===== config.mk =====
export PLATFORM = sky130hd
export DESIGN_NAME = inst_fetch_queue
export DESIGN_NICKNAME = d
export VERILOG_FILES = /design/src/rtl/inst_fetch_queue.sv
export SDC_FILE = /design/constraint.sdc
export NUM_CORES = 1
export LEC_CHECK = 0
export BUFFER_PORTS_ARGS = -buffer_cell sky130_fd_sc_hd__buf_2
export CAP_MARGIN = 10
export CORE_MARGIN = 5
export CORE_UTILIZATION = 58
export DETAILED_ROUTE_END_ITERATION = 10
export PLACE_DENSITY = 0.75
export SETUP_SLACK_MARGIN = 0.05
export SLEW_MARGIN = 20
export SYNTH_ARGS = -nofsm -noshare
export SYNTH_HDL_FRONTEND = slang
export SYNTH_SLANG_ARGS = --single-unit
export TNS_END_PERCENT = 5

===== constraint.sdc =====
create_clock -name clock -period 4.36 [get_ports clock]
set_input_delay 0.654 -clock clock [delete_from_list [all_inputs] [get_ports clock]]
set_output_delay 0.654 -clock clock [all_outputs]
set_load 0.01 [all_outputs]

===== src/rtl/inst_fetch_queue.sv =====
// Instruction fetch queue: one outstanding memory fetch feeding a
// small FIFO toward decode. Optional macro: FETCH_QUEUE_BYPASS_EN.
module inst_fetch_queue #(
  parameter int DATA_SIZE = 32,
  parameter int DEPTH = 4,
  parameter logic [DATA_SIZE-1:0] RESET_PC = '0
) (
  input  logic                   clock,
  input  logic                   reset,
  input  logic                   flush,
  input  logic [DATA_SIZE-1:0]   redirect_pc,
  output logic                   mem_req_valid,
  output logic [DATA_SIZE-1:0]   mem_req_addr,
  input  logic                   mem_req_ready,
  input  logic                   mem_rsp_valid,
  input  logic [31:0]            mem_rsp_inst,
  output logic                   out_valid,
  input  logic                   out_ready,
  output logic [DATA_SIZE-1:0]   out_pc,
  output logic [DATA_SIZE-1:0]   out_pc_plus_4,
  output logic [31:0]            out_inst,
  output logic [$clog2(DEPTH):0] count
);

  localparam int PW = $clog2(DEPTH);
  localparam int CW = PW + 1;
  localparam logic [DATA_SIZE-1:0] FOUR = DATA_SIZE'(4);

  typedef enum logic [1:0] {
    IDLE,
    WAIT,
    DROP
  } state_t;

  state_t state;
  state_t state_nx;

  logic [DATA_SIZE-1:0] fetch_pc;
  logic [DATA_SIZE-1:0] req_pc;
  logic [DATA_SIZE-1:0] req_pc4;
  logic [DATA_SIZE-1:0] redirect_al;
  logic [PW-1:0]        head;
  logic [PW-1:0]        tail;
  logic [CW-1:0]        cnt_q;

  logic [DATA_SIZE-1:0] pc_q   [DEPTH];
  logic [DATA_SIZE-1:0] pc4_q  [DEPTH];
  logic [31:0]          inst_q [DEPTH];

  logic full;
  logic empty;
  logic rsp_take;
  logic req_fire;
  logic byp;
  logic push;
  logic pop;

  assign full        = (cnt_q == CW'(DEPTH));
  assign empty       = (cnt_q == '0);
  assign rsp_take    = (state == WAIT) & mem_rsp_valid & ~flush;
  assign req_fire    = mem_req_valid & mem_req_ready;
  assign req_pc4     = req_pc + FOUR;
  assign redirect_al = redirect_pc & ~DATA_SIZE'(3);

`ifdef FETCH_QUEUE_BYPASS_EN
  assign byp = empty & rsp_take;
`else
  assign byp = 1'b0;
`endif

  assign push = rsp_take & ~(byp & out_ready);
  assign pop  = ~empty & out_ready & ~flush;

  assign out_valid     = ~empty | byp;
  assign out_pc        = byp ? req_pc       : pc_q[head];
  assign out_pc_plus_4 = byp ? req_pc4      : pc4_q[head];
  assign out_inst      = byp ? mem_rsp_inst : inst_q[head];
  assign mem_req_addr  = fetch_pc;
  assign count         = cnt_q;

  // Fetch FSM: next state and memory request.
  always_comb begin
    state_nx      = state;
    mem_req_valid = 1'b0;
    unique case (state)
      IDLE: begin
        mem_req_valid = ~reset & ~flush & ~full;
        if (mem_req_valid && mem_req_ready)
          state_nx = WAIT;
      end
      WAIT: begin
        if (mem_rsp_valid)
          state_nx = IDLE;
        else if (flush)
          state_nx = DROP;
      end
      DROP: begin
        if (mem_rsp_valid)
          state_nx = IDLE;
      end
      default: state_nx = IDLE;
    endcase
  end

  // State, fetch PC and queue pointers.
  always_ff @(posedge clock or posedge reset) begin
    if (reset) begin
      state    <= IDLE;
      fetch_pc <= RESET_PC;
      req_pc   <= '0;
      head     <= '0;
      tail     <= '0;
      cnt_q    <= '0;
    end else begin
      state <= state_nx;
      if (flush)
        fetch_pc <= redirect_al;
      else if (req_fire)
        fetch_pc <= fetch_pc + FOUR;
      if (req_fire)
        req_pc <= fetch_pc;
      if (flush) begin
        head  <= '0;
        tail  <= '0;
        cnt_q <= '0;
      end else begin
        if (push)
          tail <= tail + PW'(1);
        if (pop)
          head <= head + PW'(1);
        if (push && !pop)
          cnt_q <= cnt_q + CW'(1);
        else if (pop && !push)
          cnt_q <= cnt_q - CW'(1);
      end
    end
  end

  // Queue storage written at the tail.
  always_ff @(posedge clock) begin
    if (push) begin
      pc_q[tail]   <= req_pc;
      pc4_q[tail]  <= req_pc4;
      inst_q[tail] <= mem_rsp_inst;
    end
  end

endmodule


==> out/metrics.cfg <==
[sta]
finalSetupViolCount = 0
max_clock_freq_mhz = 311
rsz0062_at_grt = false
post-route-min-period_ns = 3.22
slew_violations = 0
skew_ns = 0.0184
period_share_pct = 73.8
finalHoldViolCount = 0
tns_ns = 0
hold_ws_ns = 0.304
relSlewSlack_pct = 30.8
tightestPinTransition_ns = 1.03

[floorplan]
core_area_sq_um = 29500
die_w_um = 182
die_h_um = 182
die_area_sq_um = 33200
initial_utilization_pct = 58.4
fp-row-count = 63
ios = 203

[clock_network]
clk_path_buf_depth = 3
cts-hold-fix-buffers = 0
clk_pin_slew_ns = 0.06
postCtsResizedCells = 0
cts.sinks = 437
cts_tree = done
clockRootBuffer = clkbuf_16
htreeDepth = 2
clock_latency_ns = 0.53
post-cts-setup-buffers = 0
numCtsBuffers = 42

[drt]
drt-total-wl_um = 34400
wire_per_inst_um = 21.5
first_iter_violations = 699
avgViaCountPerCell = 5.72
firstDrtPassIters = 5
postRouteAntennaNets = 0
drc = 0
vias = 9130

[yosys]
ys_warn_count = 0
synth_area_sq_um = 17200
synth-edff-count = 368
seq_area_frac_synth_pct = 74.2
ys_top_cells_by_area = edfxtp_1 (64%), mux4_2 (12%), dfrtp_1 (10%)
synth_top_area_cell = edfxtp_1
ys.flop_type = edfxtp_1
yosysUniqueCellTypes = 48
synthArstFlopShare_pct = 15.8
synth-seq-cells = 437
synth_top_area_share_pct = 64.2
synthCells = 954
syn_area_per_cell_sq_um = 18.1

[worst_setup_path]
cp-start-kind = flop
crit_slowest_cell = dfrtp_4
rr_worst_depth = 5
r2r-start = req_pc[4]$_DFFE_PP0P_
cp.arrival_ns = 2.56
worstPathMaxFanout = 32
crit-reg2reg-capture = pc4_q[3][29]$_DFFE_PP_
cp_cell_sequence = buf_4, mux4_2, buf_2
cpPeakStageDelay_ns = 0.88
crit_required_ns = 3.71
regToRegSetupSlack_ns = 1.48
crit_type = flop to output pin
cp-end-kind = output pin

[final_layout]
syn_to_final_growth_pct = 16.4
n_antenna_cell = 0
nFillCells = 1999
stdcell_count = 1595
drive_gt1_share_pct = 31.7
nNetsFinal = 1252
final_area_sq_um = 20000

[grt]
grt_max_degree = 62
antenna_found_initial = 0
grt_pass1_vias = 9422
grt_usage_pct = 21.0
grt_pass1_wl_um = 54500
grt-ovfl-total = 0

[placed_design]
gp_congestion = 0.820
dpl-instance-area_sq_um = 18700
dp_cells = 1521
dp_hpwl_um = 21700
io_buffers = 194

[min_path]
min_path_type = primary input to asynchronous set/reset pin

[power_and_ir_drop]
p_total_w = 0.0109
sequentialPowerShare_pct = 49.8
intPower_w = 0.00801
p_sw_w = 0.00292
leakage_nw = 7.12
ir_drop_mv = 0.355
switching_share_pct = 26.7
cellPowerDensity_nw_per_um2 = 545
comb_power_share_pct = 18.8
power_frac_clock_pct = 31.4

[flow_run]
maxCapViolCount = 0

[run_status]
run_status = finished, final reports clean

==> how the worst max path moves through the flow <==
stage	from	to	slack (ns)	cells past startpoint
floorplan	flush	inst_q[0][0]$_DFFE_PP_	0.58	4
global placement	flush	pc4_q[2][29]$_DFFE_PP_	1.53	5
detailed placement	req_pc[4]$_DFFE_PP0P_	pc4_q[0][29]$_DFFE_PP_	1.46	5
CTS	head[0]$_DFFE_PP0P_	out_pc[8]	1.07	3
global route	head[0]$_DFFE_PP0P_	out_pc[8]	0.98	3
finish	head[0]$_DFFE_PP0P_	out_pc[8]	1.14	3
==> cell usage after synthesis (2+ instances only) <==
| cell | count |
|---|---|
| edfxtp_1 | 368 |
| nand2_1 | 134 |
| mux4_2 | 92 |
| dfrtp_1 | 69 |
| xnor2_1 | 34 |
| nand3_1 | 29 |
| o21ai_0 | 25 |
| nor2_1 | 23 |
| nand4_1 | 22 |
| xor2_1 | 20 |
| clkbuf_1 | 17 |
| buf_2 | 14 |
| nor3_1 | 12 |
| inv_1 | 11 |
| and2_1 | 9 |
| and3_1 | 8 |
| buf_1 | 6 |
| buf_4 | 6 |
| ha_1 | 6 |
| or3_1 | 6 |
| and4_1 | 5 |
| a21oi_1 | 3 |
| o211ai_1 | 3 |
| or4_1 | 3 |
| a31oi_1 | 2 |
| mux2_2 | 2 |
| mux2i_1 | 2 |
| nor3b_1 | 2 |
| nor4_2 | 2 |
==> registers in the layout, summed over array words and instances (netlist names) <==
signal	cells
pc4_q	120
state	2
tail	2
inst_q	128
pc_q	120
head	2
mem_req_addr	30
count	3
req_pc	30
==> per-stage QoR <==
step	setup slack (ns)	utilization (%)
finish	1.14	68.0
global route	0.979	68.0
CTS	1.07	68.0
detailed placement	1.46	63.6
global placement	1.53	63.6
floorplan	0.583	-
==> final cells by class <==
class / instances / area [sq um] / area share (%)
clock buffer: 57 / 1180 / 5.88
clock inverter: 17 / 133 / 0.662
inverter: 11 / 41.3 / 0.206
multi-input combinational: 467 / 4230 / 21.1
sequential: 437 / 12800 / 63.8
tap: 390 / 488 / 2.43
timing repair buffer: 216 / 1200 / 5.98
==> cells in the final DEF (no fill, tap or decap), drive strengths merged, types with 2 or more instances in the layout <==
cell type,synthesis,final
nand4,22,22
clkinv,0,13
nand2,134,134
mux4,92,92
a31oi,2,2
and2,9,9
ha,6,6
dfrtp,69,69
and4,5,5
nor4,4,4
a21oi,3,3
clkbuf,17,57
inv,11,12
mux2i,2,2
bufinv,0,2
o21ai,26,26
mux2,2,2
xnor2,34,34
buf,27,216
nor3,12,12
nor2,23,23
xor2,20,20
conb,1,6
nor3b,3,3
or3,7,7
edfxtp,368,368
or4,3,3
nand3,29,29
and3,8,8
o211ai,3,3
==> worst max-delay path: cells and delay by family (launching register included) <==
kind     cells  cell delay [ns]
flops        1             0.88
mux          1             0.58
buf+inv      2             0.55
==> cell families (layout without fill, tap and decap cells) <==
family,Yosys count,in the layout,share of synthesized area (%)
AOI/OAI and AO/OA,42,42,1.46
xor gates and xnor gates,54,54,2.75
adders and majority gates,7,7,0.552
buffers and inverters,55,301,1.47
DFF,437,437,74.2
muxes,96,96,12.3
other,1,6,0.0218
and+or+nand+nor,262,262,7.28
==> power groups by stage <==
stage | Combinational (W) | Clock [W] | Sequential [W]
after floorplan | 0.00147 | 0 | 0.00529
after global placement | 0.00205 | 0 | 0.00551
after detailed placement | 0.00209 | 0 | 0.00554
after CTS | 0.00210 | 0.00350 | 0.00545
after global routing | 0.00224 | 0.00369 | 0.00551
final | 0.00205 | 0.00343 | 0.00545
==> metal layers <==
layer  share of wire [%]  GRT usage [%]  vias to the layer above
met1                  44           31.5                     4613
met5                   0              0                        -
met2                  48           33.0                      323
met3                 6.8           4.03                       42
met4                 1.3           4.29                        0
li1                    -              -                     4152
No activity file was read; power rests on OpenSTA's default activity.
